===== config.mk =====
export PLATFORM = sky130hd
export DESIGN_NAME = i2c_cmd_sequencer
export DESIGN_NICKNAME = d
export VERILOG_FILES = /design/src/rtl/i2c_cmd_sequencer.sv
export SDC_FILE = /design/constraint.sdc
export NUM_CORES = 1
export LEC_CHECK = 0
export CORE_MARGIN = 5
export CORE_UTILIZATION = 40
export CTS_BUF_LIST = sky130_fd_sc_hd__clkbuf_16
export DETAILED_ROUTE_END_ITERATION = 8
export HOLD_SLACK_MARGIN = 0.08
export PLACE_DENSITY = 0.59
export SYNTH_ARGS = -nofsm -noshare
export SYNTH_HDL_FRONTEND = slang
export SYNTH_SLANG_ARGS = --single-unit

===== constraint.sdc =====
create_clock -name clk -period 3.1 [get_ports clk]
set_input_delay 0.775 -clock clk [delete_from_list [all_inputs] [get_ports clk]]
set_output_delay 0.775 -clock clk [all_outputs]
set_load 0.01 [all_outputs]

===== src/rtl/i2c_cmd_sequencer.sv =====
// i2c_cmd_sequencer: queues I2C byte commands in a FIFO, drives them one at a time
// into a byte-level I2C master, and returns one response per command in push order.
module i2c_cmd_sequencer #(
  parameter int DEPTH    = 4,
  parameter int NEWD_CYC = 24,
  parameter int TIMEOUT  = 4095
) (
  input  logic                     clk,
  input  logic                     rst,
  input  logic                     cmd_valid,
  output logic                     cmd_ready,
  input  logic                     cmd_wr,
  input  logic [6:0]               cmd_addr,
  input  logic [7:0]               cmd_wdata,
  output logic                     rsp_valid,
  input  logic                     rsp_ready,
  output logic                     rsp_wr,
  output logic [6:0]               rsp_addr,
  output logic [7:0]               rsp_rdata,
  output logic                     rsp_err,
  output logic                     m_newd,
  output logic                     m_wr,
  output logic [6:0]               m_addr,
  output logic [7:0]               m_wdata,
  input  logic [7:0]               m_rdata,
  input  logic                     m_done,
  output logic                     busy,
  output logic [$clog2(DEPTH):0]   level
);
  localparam int AW = $clog2(DEPTH);
  localparam int LW = AW + 1;
  localparam int TW = $clog2(TIMEOUT + 1);
  localparam int CW = $clog2(NEWD_CYC + 1);

  typedef enum logic [1:0] {IDLE, ISSUE, WAIT_DONE, RESP} state_t;

  state_t        r_state, w_next;
  logic [15:0]   r_mem [DEPTH];
  logic [AW-1:0] r_wptr, r_rptr;
  logic [LW-1:0] r_level;
  logic [CW-1:0] r_cnt;
  logic [TW-1:0] r_timer;
  logic          r_done_q;
  logic [15:0]   w_head;
  logic          w_push, w_pop, w_rise, w_newd_end, w_tmo;

  assign cmd_ready  = r_level < LW'(DEPTH);
  assign w_push     = cmd_valid && cmd_ready;
  assign w_pop      = (r_state == IDLE) && (r_level != '0) && !rsp_valid;
  assign w_rise     = m_done && !r_done_q;
  assign w_newd_end = r_cnt == CW'(NEWD_CYC - 1);
  assign w_tmo      = r_timer == TW'(TIMEOUT - 1);
  assign w_head     = r_mem[r_rptr];
  assign busy       = r_state != IDLE;
  assign level      = r_level;

  always_ff @(posedge clk)
    if (rst) r_state <= IDLE;
    else     r_state <= w_next;

  always_comb begin
    w_next = r_state;
    case (r_state)
      IDLE:      w_next = w_pop ? ISSUE : IDLE;
      ISSUE:     w_next = w_newd_end ? WAIT_DONE : ISSUE;
      WAIT_DONE: w_next = (w_rise || w_tmo) ? RESP : WAIT_DONE;
      RESP:      w_next = rsp_ready ? IDLE : RESP;
      default:   w_next = IDLE;
    endcase
  end

  // Storage needs no reset: pointers and level define what is valid.
  always_ff @(posedge clk)
    if (w_push) r_mem[r_wptr] <= {cmd_wr, cmd_addr, cmd_wdata};

  always_ff @(posedge clk) begin
    if (rst) begin
      r_wptr  <= '0;
      r_rptr  <= '0;
      r_level <= '0;
    end else begin
      if (w_push) r_wptr <= r_wptr + 1'b1;
      if (w_pop)  r_rptr <= r_rptr + 1'b1;
      r_level <= r_level + LW'(w_push) - LW'(w_pop);
    end
  end

  always_ff @(posedge clk) begin
    if (rst) begin
      r_done_q  <= 1'b0;
      r_cnt     <= '0;
      r_timer   <= '0;
      m_newd    <= 1'b0;
      m_wr      <= 1'b0;
      m_addr    <= '0;
      m_wdata   <= '0;
      rsp_valid <= 1'b0;
      rsp_wr    <= 1'b0;
      rsp_addr  <= '0;
      rsp_rdata <= '0;
      rsp_err   <= 1'b0;
    end else begin
      r_done_q <= m_done;
      if (w_pop) begin
        {m_wr, m_addr, m_wdata} <= w_head;
        m_newd <= 1'b1;
        r_cnt  <= '0;
      end
      if (r_state == ISSUE) begin
        r_cnt <= r_cnt + 1'b1;
        if (w_newd_end) begin
          m_newd  <= 1'b0;
          r_timer <= '0;
        end
      end
      // A completion edge wins over a timeout landing on the same cycle.
      if (r_state == WAIT_DONE) begin
        r_timer <= (r_timer == TW'(TIMEOUT)) ? r_timer : r_timer + 1'b1;
        if (w_rise || w_tmo) begin
          rsp_valid <= 1'b1;
          rsp_wr    <= m_wr;
          rsp_addr  <= m_addr;
          rsp_err   <= !w_rise;
          rsp_rdata <= (w_rise && !m_wr) ? m_rdata : 8'h00;
        end
      end
      if (r_state == RESP && rsp_ready) rsp_valid <= 1'b0;
    end
  end
endmodule


Yosys cells after proc, flatten, opt, wreduce, memory -nomap -nowiden
Memories as Yosys holds them, arrays and structs flattened. A register that Yosys moved wholly into a read port is not among the register bits.
Index checks and enable logic that the tools add are counted.
{"block": "word_totals", "register_bits": 46, "ram_bits": 64, "inputBits": 29, "output_inout_bits": 40, "wordCells": 65, "memories": 1}
{"memory": "r_mem", "words": 4, "word_bits": 16, "rd": 1, "rd_ports_with_merged_regs": 1, "write_ports": 1, "line_no": "38", "text": "logic [15:0] r_mem [DEPTH];"}
{"block": "op_classes", "addsub": 6, "order_cmp": 1, "eq_ne": 7, "muxes": 17, "reduce_logical": 20}
{"op": "$mux W12", "count": 4}
{"op": "$eq A12 B12 Y1 const B", "count": 2}
{"op": "$add A12 B1 Y12 const B", "count": 1}
{"op": "$mux W5", "count": 2}
{"op": "$mux W8", "count": 1}
{"op": "$pmux W2 S4", "count": 1}
{"op": "$reduce_bool A2 Y1", "count": 4}
{"op": "$mux W1", "count": 7}
{"op": "$logic_and A1 B1 Y1", "count": 6}
{"op": "$add A5 B1 Y5 const B", "count": 1}
{"op": "$eq A5 B5 Y1 const B", "count": 1}
{"op": "$add A2 B1 Y2 const B", "count": 2}
{"op": "$eq A2 B2 Y1 const B", "count": 2}
{"op": "$logic_not A1 Y1", "count": 4}
{"op": "$mux W2", "count": 2}
{"op": "$add A3 B1 Y3", "count": 1}
{"op": "$lt A3 B3 Y1 const B", "count": 1}
{"op": "$reduce_and A3 Y1", "count": 1}
{"op": "$reduce_bool A3 Y1", "count": 1}
{"op": "$sub A3 B1 Y3", "count": 1}
{"op": "$eq A2 B1 Y1 const B", "count": 1}
{"op": "$logic_not A2 Y1", "count": 1}
{"op": "$ne A2 B2 Y1 const B", "count": 1}
{"op": "$reduce_and A2 Y1", "count": 1}
{"op": "2 further kinds", "count": 2}

Longest topological paths before layout
Gate-level depths: netlist of the first run.
{"block": "logic_depth", "depth_word": 6, "depth_mapped": 12, "depth_no_buf": 11}

Worst setup path after synthesis of the first run
Ideal clock, no wire load.
{"block": "synth_path", "kind": "register to register", "start": "reg r_state[0]", "end": "reg r_level[2], in the netlist level[2]", "setup_ps": 128, "arrival_ps": 2353, "required_time_ps": 2972, "setup_slack_ps": 620, "path_stages_with_launch": 13, "path_buffers": 1, "synth_period_minus_slack_ps": 2480, "cell_sequence": "dfxtp_1 > or2_1 > or3_1 > inv_2 > buf_2 > ha_1 > inv_1 > ha_1 > inv_1 > fa_1 > xnor2_1 > xnor2_1 > nor2_1"}
{"block": "synth_between", "elab_chain_cells": 4}
{"element": "from (decl)", "line_no": "37", "text": "state_t r_state, w_next;"}
{"element": "from (signal assigned)", "line_no": "59", "text": "else r_state <= w_next;"}
{"element": "$logic_not A2 Y1", "line_no": "49", "text": "assign w_pop = (r_state == IDLE) && (r_level != '0) && !rsp_valid;"}
{"element": "$logic_and A1 B1 Y1 (2 in series)", "line_no": "49"}
{"element": "net w_pop", "line_no": "45", "text": "logic w_push, w_pop, w_rise, w_newd_end, w_tmo;"}
{"element": "$sub A3 B1 Y3", "line_no": "84", "text": "r_level <= r_level + LW'(w_push) - LW'(w_pop);"}
{"element": "to (signal assigned)", "line_no": "84"}
{"element": "to (decl)", "line_no": "40", "text": "logic [LW-1:0] r_level;"}
The timed path passes the listed nets, and every way through them passes these cells.
A chain may end at the register's enable or synchronous reset.

Worst setup path after layout of the first run
{"block": "layout_path", "start": "in cmd_valid", "end": "reg r_level[2], in the netlist level[2]"}
{"block": "layout_between", "elab_chain_cells": 3}
{"element": "from (decl)", "line_no": "10", "text": "input logic cmd_valid,"}
{"element": "$logic_and A1 B1 Y1", "line_no": "48", "text": "assign w_push = cmd_valid && cmd_ready;"}
{"element": "$add A3 B1 Y3", "line_no": "84"}
{"element": "$sub A3 B1 Y3", "line_no": "84"}
Every way passes these cells.

==> results.md, run 1 <==
- TritonCTS Sinks: 126
- Clock Latency Late Sink: 0.41 ns
- Die ar.: 0.0147 mm^2
- WS Path Type: primary input to flop
- Hold path start: m_wdata[3]$_SDFFE_PP0P_
- Seq cells post-synth: 126
- RD Place Congestion: 0.784
- Worst Tran Pin Value: 0.882 ns
- Slowest stage delay, CP: 0.45 ns
- Yosys top cell area share: 38.9%
- Gr busiest metal: met2
- Diodes inserted: 0
- Final setup viols: 0
- Post-synth EDFFs: 64
- Switching share of power: 26.6%
- # fillers: 1072
- Unrepaired setup endpoints after global routing: no
- Largest net degree at the start of global routing: 45
- All-Layer GR Usage: 14.5%
- Int Pwr: 3.76 mW
- Sw Pwr: 1.37 mW
- Post-layout power: 5.13 mW
- Core Util, Final: 52.9%
- P&R area growth vs syn: 29.2%
- Comb pwr share: 21.8%
- Antenna violation net count after detailed routing: 0
- Final hold vios: 0
- Status: completed
- Setup crit start kind: primary input
- CTS Hold Bufs: 0
- Met3 GRT Util: 5.92%
- RR Startpoint: r_state[0]$_SDFF_PP0_
- Iter 0 DRT Violations: 178
- Most common cell in the netlist: edfxtp_1
- Crit path top cell by count: inv_1
- Pre-CTS setup slack: 0.259 ns
- Ys flop type: edfxtp_1
- Setup TNS: 0 ns
- Max Slew Vio Count: 0
- WHS Endpoint: m_wdata[3]$_SDFFE_PP0P_
- Net count, final: 507
- CTS max path bufs: 2
- Crit path cell chain: clkdlybuf4s50_1, nor2b_1, inv_1, ha_1, inv_1, ha_1, inv_1, fa_1, xnor2_1, xnor2_1, nor2_1
- Total wire length: 9890 um
- Clock root buffer: clkbuf_16
- Synth top area cells: edfxtp_1 (39%), dfxtp_1 (25%), mux4_2 (7.3%)
- Syn nets: 427
- # Max-Cap Violations: 0
- Worst flop-to-flop path endpoint: level[2]$_SDFF_PP0_
- Final worst path period share: 77.7%
- Reg power frac: 41.3%
- Layout cells sized above 1: 12.3%
- H-Tree Depth: 4
- M1 GR Usage: 17.6%
- Core Box Area: 0.0121 mm^2
- CTS tree: built
- Reg2reg setup slack: 0.74 ns
- Post-CTS sizing: 0
- Via count: 3157
- Vias/cell: 4.86
- First-pass GRT wire length: 16100 um
- Die width: 121 um
- Final WS setup: 0.691 ns
- Pre-antenna DRT Iters: 4
- I/O pins: 69
- # DRC: 0
- YS warnings: 0
- Synth top cells by count: edfxtp_1 (64), dfxtp_1 (62), nand2_1 (50)
- FP Rows: 40
- Sequential area share after synthesis: 64.0%
- Die Y: 121 um
- Post-CTS Setup Bufs: 0
- CP required: 3.38 ns
- Mapped Cells: 388
- R2R depth: 11
- CTS Buf Count: 17
- Starting Density: 41.0%
- Pleak: 2.26 nW
- Critical Path Fanout Max: 2
- Hold Crit Class: flop to flop
- Worst path slowest cell: clkdlybuf4s50_1
- Hold Path Cell Cnt: 2
- Yosys top cell by area: edfxtp_1
- Vias in the first global route: 3209
- Met2 global-route usage: 22.8%
- Reg clk slew, reported paths: 0.05 ns
- Antenna violations before repair: 0
- Wire length per cell: 15.2 um
- FMAX: 415 MHz
- Critical path arrival: 2.69 ns
- IO Port Bufs: 68
- Final min period: 2.41 ns
- Syn Area/Cell: 12.7 um^2
- GRT overflow: 0
- Mapped Area: 0.00494 mm^2
- Power per cell area: 804 mW/mm^2
- Setup crit end kind: flop
- Skew final: 0.0103 ns
- Distinct cells, synth: 49
- Rel. slew slack: 41.1%
- Post-DP HPWL: 6350 um
- Clk network pwr share: 36.9%
- Async SR Flop Fraction: 0%
- Peak supply drop: 0.473 mV
[cell type report]
| class | instances | area, um^2 | share of cell area (%) |
|---|---|---|---|
| clock inverter | 15 | 144 | 2.25 |
| tap | 168 | 210 | 3.29 |
| inverter | 11 | 41.3 | 0.647 |
| multi-input combinational | 233 | 1640 | 25.7 |
| clock buffer | 17 | 425 | 6.67 |
| timing repair buffer | 79 | 758 | 11.9 |
| sequential | 126 | 3160 | 49.6 |
[kinds of logic (layout without fill, tap and decap cells)]
kind of cell	after synthesis	in the layout	synth area share, %
muxes	25	25	9.14
adders and majority gates	10	10	2.68
AOI/OAI and AO/OA	49	49	6.13
xor gates and xnor gates	14	14	2.48
DFF	126	126	64.0
buffers and inverters	29	122	2.76
and+or+nand+nor	135	135	12.8
[power groups by stage]
stage	sequential (mW)	clock [mW]	combinational, mW
2_1_floorplan	2.14	0	0.675
3_3_place_gp	2.15	0	1.14
3_5_place_dp	2.16	0	1.15
4_1_cts	2.13	1.94	1.15
5_1_grt	2.15	2.03	1.26
6_report	2.12	1.89	1.12
[worst max path at each step]
stage / from / end / slack, ns
2_1_floorplan: r_state[0]$_SDFF_PP0_ / level[2]$_SDFF_PP0_ / 0.62
3_3_place_gp: cmd_valid / level[2]$_SDFF_PP0_ / 0.31
3_5_place_dp: cmd_valid / level[2]$_SDFF_PP0_ / 0.26
6_report: cmd_valid / level[2]$_SDFF_PP0_ / 0.69
5_1_grt: r_state[1]$_SDFF_PP0_ / level[2]$_SDFF_PP0_ / 0.50
4_1_cts: r_state[0]$_SDFF_PP0_ / busy / 0.67
[layer usage]
metal	wire length (um)	part of all wire [%]
met5	0	0
met4	100	1.0
met3	562	5.7
met2	4770	48
met1	4450	45
[state kept, by name, summed over array words and instances, names as in the netlist, 2 cells and up]
signal,cells
level,3
r_wptr,2
r_state,2
rsp_addr,7
r_mem,64
r_cnt,5
m_addr,7
r_timer,12
r_rptr,2
rsp_rdata,8
m_wdata,8
[through the flow]
| step | cells | hold WS [ns] | area, um^2 |
|---|---|---|---|
| floorplan | 388 | 0.447 | 4940 |
| finish | 649 | 0.458 | 6380 |
| detailed placement | 617 | 0.450 | 5810 |
| global placement | 617 | 0.446 | 5810 |
| CTS | 649 | 0.458 | 6380 |
| global route | 649 | 0.489 | 6380 |
[worst max-delay path, delay by kind of cell]
family | cells | cell delay, ns
and+or+nand+nor | 2 | 0.21
buffers and inverters | 4 | 0.62
adders and majority gates | 3 | 0.78
xor gates and xnor gates | 2 | 0.32
[layout by cell type, fill, tap and decap left out, types with 2 or more instances in the layout]
cell type        instances
o21ai_0                  9
clkbuf_16               17
a31oi_1                  2
a21oi_1                 26
nor2b_1                  6
clkinv_1                 3
ha_1                     9
xnor2_1                 13
mux2i_1                  8
mux4_2                  16
clkdlybuf4s50_1         67
nand2_1                 50
inv_1                   16
and2_1                   4
edfxtp_1                64
nor2_1                  37
and4_1                   2
buf_4                   11
clkinvlp_4               2
nor3_1                   2
dfxtp_1                 62
a311oi_1                 3
bufinv_16                3
nand3_1                 20
a211oi_1                 2
and3_1                   2
Note: power is estimated with default switching activity, not from simulation.
==> run 2: changes to the inputs <==
- PLACE_DENSITY: 0.59 -> 0.62
- clock period: 3.1 -> 2.1 ns (I/O delays scaled with it)
==> results.md, run 2 (same netlist as run 1, synthesis figures left out) <==
- Pleak: 2.33 nW (+3.3%)
- IO Port Bufs: 68 (unchanged)
- Post-layout power: 7.84 mW (+53%)
- Diodes inserted: 0 (unchanged)
- Status: finished with violations
- Non-filler cells, final: 661 (+1.8%)
- Final worst path period share: 103%
- Layout cells sized above 1: 17.4% (+5.2 points)
- Setup crit start kind: flop
- First-pass GRT wire length: 17000 um (+6.0%)
- Worst Tran Pin Value: 0.369 ns (-0.513 ns)
- CP Buf/Inv Count: 3 (-1)
- Largest net degree at the start of global routing: 30 (-33%)
- Failing checks: negative setup slack
- CTS Buf Count: 17 (unchanged)
- Hold Crit Class: flop to flop
- Die Y: 121 um (unchanged)
- Reg clk slew, reported paths: 0.06 ns (about the same)
- Pre-antenna DRT Iters: 4 (unchanged)
- Power per cell area: 1190 mW/mm^2 (+48%)
- WS Path Type: flop to flop
- CTS tree: built
- CP required: 2.40 ns (-0.98 ns)
- Total wire length: 10100 um (+2.2%)
- Final hold vios: 0 (unchanged)
- Peak supply drop: 0.606 mV (+28%)
- H-Tree Depth: 4 (unchanged)
- Top Family by Delay on Critical Path: simple AND/OR/NAND/NOR gates
- All-Layer GR Usage: 15.0% (+0.52 points)
- CTS max path bufs: 2 (unchanged)
- Worst path slowest cell: or3_4
- FP Rows: 40 (unchanged)
- Top flop regs: r_mem (64), r_timer (12)
- Comb pwr share: 24.7% (+2.9 points)
- Sw Pwr: 2.19 mW (+61%)
- # DRC: 0 (unchanged)
- Final WS setup: -0.0563 ns (-0.747 ns)
- Antenna violations before repair: 0 (unchanged)
- # Max-Cap Violations: 0 (unchanged)
- I/O pins: 69 (unchanged)
- Skew final: 0.00881 ns (-0.00147 ns)
- Wire length per cell: 15.3 um (+0.36%)
- Final min period: 2.16 ns
- P&R area growth vs syn: 33.6%
- Slowest stage delay, CP: 0.35 ns (-0.10 ns)
- GRT overflow: 0 (unchanged)
- Rel. slew slack: 75.4% (+34 points)
- Antenna violation net count after detailed routing: 0 (unchanged)
- FMAX: 464 MHz
- Setup crit end kind: flop
- Vias in the first global route: 3365 (+4.9%)
- Clock Latency Late Sink: 0.41 ns (about the same)
- Core Box Area: 0.0121 mm^2 (unchanged)
- Critical path arrival: 2.45 ns (-0.24 ns)
- Crit path cell chain: or2_4, or3_4, inv_4, ha_4, inv_2, ha_4, inv_2, fa_2, xnor2_2, xnor2_1, nor2_1
- Die width: 121 um (unchanged)
- Pre-CTS setup slack: -0.392 ns (-0.651 ns)
- Net count, final: 519 (+2.4%)
- TritonCTS Sinks: 126 (unchanged)
- Via count: 3267 (+3.5%)
- Most frequent cells in the layout: clkdlybuf4s50_1 (66), edfxtp_1 (64), dfxtp_1 (61), nand2_1 (50), nor2_1 (37)
- Final setup viols: 1 (+1)
- Register area: 0.00317 mm^2 (+0.12%)
- Starting Density: 41.0% (unchanged)
- Biggest register: r_mem
- Critical Path Fanout Max: 2 (unchanged)
- Post-DP HPWL: 6670 um (+5.2%)
- Reg power frac: 39.1% (-2.2 points)
- Clock root buffer: clkbuf_16
- Largest register FFs: 64 (unchanged)
- Commonest non-fill, non-tap cell in the layout: clkdlybuf4s50_1
- Placed Cells: 628 (+1.8%)
- Unrepaired setup endpoints after global routing: yes
- # fillers: 1014 (-5.4%)
- Die ar.: 0.0147 mm^2 (unchanged)
- Int Pwr: 5.65 mW (+50%)
- Iter 0 DRT Violations: 176 (-1.1%)
- Clk network pwr share: 36.2% (-0.7 points)
- RD Place Congestion: 0.767 (-2.1%)
- Footprint of the multi-input gates: 0.00168 mm^2 (+2.6%)
- Max Slew Vio Count: 0 (unchanged)
- Switching share of power: 28.0% (+1.3 points)
- Vias/cell: 4.94 (+1.6%)
## run 2: area by class of cell
cell class	instances	area share, %
clock buffer	19	7.21
clock inverter	13	1.67
timing repair buffer	91	13.8
sequential	126	48.0
tap	168	3.19
multi-input combinational	233	25.5
inverter	11	0.664
## run 2: per-stage QoR
stage               util [%]  instance area [um^2]  TNS, ns  hold slack, ns
floorplan                  -                  4990   -0.301           0.447
global placement        49.8                  6000   -0.553           0.445
detailed placement      49.8                  6000   -0.628           0.454
CTS                     54.7                  6600  -0.0675           0.463
global route            54.7                  6600   -0.143           0.486
finish                  54.7                  6600  -0.0563           0.460
## run 2: final timing paths
path / startpoint / to / slack [ns] / depth (start not counted)
setup / recovery: r_state[0]$_SDFF_PP0_ / level[2]$_SDFF_PP0_ / -0.06 / 11
hold / removal: m_wdata[7]$_SDFFE_PP0P_ / m_wdata[7]$_SDFFE_PP0P_ / 0.46 / 2
setup reg to reg: r_state[0]$_SDFF_PP0_ / level[2]$_SDFF_PP0_ / -0.06 / 11
hold reg to reg: m_wdata[7]$_SDFFE_PP0P_ / m_wdata[7]$_SDFFE_PP0P_ / 0.46 / 2
## run 2: tightest hold or removal path, cell delays in order (launching register included)
cell and delay (ns):
dfxtp_1 0.31, nand2_1 0.05, a21oi_1 0.05
## run 2: power groups by stage
stage               logic, mW  clock network [mW]  registers (mW)
finish                   1.94                2.84            3.07
global route             2.17                3.03            3.10
CTS                      1.98                2.90            3.07
detailed placement       1.96                   0            3.12
global placement         1.92                   0            3.10
floorplan                1.10                   0            3.17
## run 2: layer usage
layer / GRT usage, % / up-vias / part of all wire, %
met4: 5.24 / 0 / 1.2
met3: 4.99 / 16 / 4.9
met1: 19.0 / 1595 / 47
li1: - / 1577 / -
met5: 0 / - / 0
met2: 24.0 / 79 / 47
## run 2: repair_timing
item,4_1_cts,5_1_grt
pin swaps,2,0
gates resized for setup,2,0
setup endpoints to repair,2,1
hold buffers,0,0
buffers inserted,1,0
==> run 3: changes to the inputs <==
==> constraint.sdc (replaced) <==
create_clock -name clk -period 2.1 [get_ports clk]
set_input_delay 0.42 -clock clk [delete_from_list [all_inputs] [get_ports clk]]
set_output_delay 0.42 -clock clk [all_outputs]
set_load 0.01 [all_outputs]
==> results.md, run 3 (same netlist as run 1, synthesis figures left out) <==
- Reg power frac: 38.9% (-0.2 points)
- Hold Crit Class: primary input to flop
- Antenna violation net count after detailed routing: 0 (unchanged)
- CTS Buf Count: 17 (unchanged)
- First-pass GRT wire length: 16800 um (-1.1%)
- Die ar.: 0.0147 mm^2 (unchanged)
- P&R area growth vs syn: 33.4%
- Largest net degree at the start of global routing: 40 (+33%)
- Iter 0 DRT Violations: 205 (+16%)
- All-Layer GR Usage: 14.8% (-0.22 points)
- GRT overflow: 0 (unchanged)
- Wire length per cell: 15.1 um (-0.93%)
- Total wire length: 9980 um (-1.2%)
- Largest register FFs: 64 (unchanged)
- Unrepaired setup endpoints after global routing: yes
- Starting Density: 41.0% (unchanged)
- Biggest register: r_mem
- Vias in the first global route: 3297 (-2.0%)
- # Max-Cap Violations: 0 (unchanged)
- Critical path arrival: 2.45 ns (about the same)
- Worst Tran Pin Value: 0.447 ns (+0.0775 ns)
- Die Y: 121 um (unchanged)
- WS Path Type: flop to flop
- Comb pwr share: 24.5% (-0.2 points)
- Setup crit start kind: flop
- Critical Path Fanout Max: 2 (unchanged)
- Setup crit end kind: flop
- IO Port Bufs: 68 (unchanged)
- Failing checks: negative setup slack
- CTS tree: built
- Final worst path period share: 103% (+0.34 points)
- Int Pwr: 5.65 mW (about the same)
- Peak supply drop: 0.983 mV (+62%)
- Clk network pwr share: 36.5% (+0.3 points)
- Core Box Area: 0.0121 mm^2 (unchanged)
- TritonCTS Sinks: 126 (unchanged)
- Net count, final: 517 (-0.39%)
- Power per cell area: 1190 mW/mm^2 (+0.32%)
- Dpl cell area: 0.00600 mm^2 (-0.13%)
- Max Slew Vio Count: 0 (unchanged)
- Sw Pwr: 2.21 mW (+0.59%)
- Antenna violations before repair: 0 (unchanged)
- FP Rows: 40 (unchanged)
- Met2 global-route usage: 23.7% (-0.35 points)
- Switching share of power: 28.1% (+0.12 points)
- Via count: 3216 (-1.6%)
- Post-layout power: 7.85 mW (+0.14%)
- Clock Latency Late Sink: 0.41 ns (about the same)
- Die width: 121 um (unchanged)
- Final min period: 2.16 ns (+0.00718 ns)
- Finished Cell Area: 0.00659 mm^2 (-0.17%)
- Skew final: 0.0119 ns (+0.00312 ns)
- Pre-antenna DRT Iters: 4 (unchanged)
- CTS max path bufs: 2 (unchanged)
- Commonest non-fill, non-tap cell in the layout: clkdlybuf4s50_1
- RD Place Congestion: 0.781 (+1.8%)
- Layout cells sized above 1: 17.5% (+0.071 points)
- Met3 GRT Util: 4.80% (-0.19 points)
- Core Util, Final: 54.6% (-0.093 points)
- Final setup viols: 1 (unchanged)
- Status: finished with violations
- Diodes inserted: 0 (unchanged)
- CP required: 2.39 ns (about the same)
- FMAX: 462 MHz (-0.33%)
- Vias/cell: 4.88 (-1.3%)
- Post-DP HPWL: 6600 um (-1.1%)
- Clock root buffer: clkbuf_16
- Top flop regs: r_mem (64), r_timer (12)
- Reg clk slew, reported paths: 0.06 ns (about the same)
- Final hold vios: 0 (unchanged)
- Final WS setup: -0.0634 ns (-0.00718 ns)
- Rel. slew slack: 70.2% (-5.2 points)
- H-Tree Depth: 4 (unchanged)
- Gr busiest metal: met2
- CTS Hold Bufs: 0 (unchanged)
- Pleak: 2.32 nW (-0.57%)
- # DRC: 0 (unchanged)
- Most frequent cells in the layout: clkdlybuf4s50_1 (67), edfxtp_1 (64), dfxtp_1 (61), nand2_1 (50), nor2_1 (36)
- I/O pins: 69 (unchanged)
- M1 GR Usage: 19.1% (+0.077 points)
==> run 3: metal layers <==
layer	part of all wire [%]	vias to the layer above	wire length (um)
li1	-	1572	-
met1	45	1553	4520
met2	49	82	4860
met3	5.1	9	513
met4	0.90	0	90
met5	0	-	0
==> run 3: worst paths after layout <==
path | from | end | slack [ns] | depth (start not counted)
setup / recovery | r_state[0]$_SDFF_PP0_ | level[2]$_SDFF_PP0_ | -0.06 | 11
hold / removal | rst | rsp_wr$_SDFFE_PP0P_ | 0.28 | 2
setup reg to reg | r_state[0]$_SDFF_PP0_ | level[2]$_SDFF_PP0_ | -0.06 | 11
hold reg to reg | m_wdata[1]$_SDFFE_PP0P_ | m_wdata[1]$_SDFFE_PP0P_ | 0.46 | 2
==> run 3: power by group through the flow <==
stage / sequential (mW) / combinational [mW] / clock, mW
final: 3.06 / 1.93 / 2.87
after global placement: 3.10 / 1.92 / 0
after detailed placement: 3.11 / 1.95 / 0
after CTS: 3.06 / 1.96 / 2.93
after floorplan: 3.17 / 1.10 / 0
after global routing: 3.10 / 2.14 / 3.08
==> run 3: what timing repair did <==
item | CTS | global route
setup endpoints to repair | 1 | 2
gates resized for setup | 1 | 1
buffers inserted | 0 | 0
pin swaps | 3 | 1
==> run 3: area by class of cell <==
class                           instances  area (um^2)
Clock inverter                         15          160
Fill cell                            1043         5470
Inverter                               11         43.8
Tap cell                              168          210
Sequential cell                       126         3170
Clock buffer                           17          425
Timing Repair Buffer                   89          896
Multi-Input combinational cell        233         1690
==> run 3: stage by stage <==
step	std cells	setup slack [ns]	hold WS, ns	TNS, ns
final	659	-0.0634	0.280	-0.0634
after global routing	659	-0.127	0.280	-0.128
after CTS	659	-0.111	0.270	-0.111
after detailed placement	627	-0.303	0.446	-0.460
after global placement	627	-0.267	0.445	-0.393
after floorplan	388	-0.220	0.447	-0.301
==> run 3: critical path: stages (launching register included) <==
cell and delay [ns]:
dfxtp_4 0.34, or2_4 0.24, or3_4 0.35, inv_4 0.07, ha_4 0.19, inv_2 0.06, ha_4 0.11, inv_2 0.03
fa_2 0.35, xnor2_2 0.14, xnor2_1 0.13, nor2_1 0.05
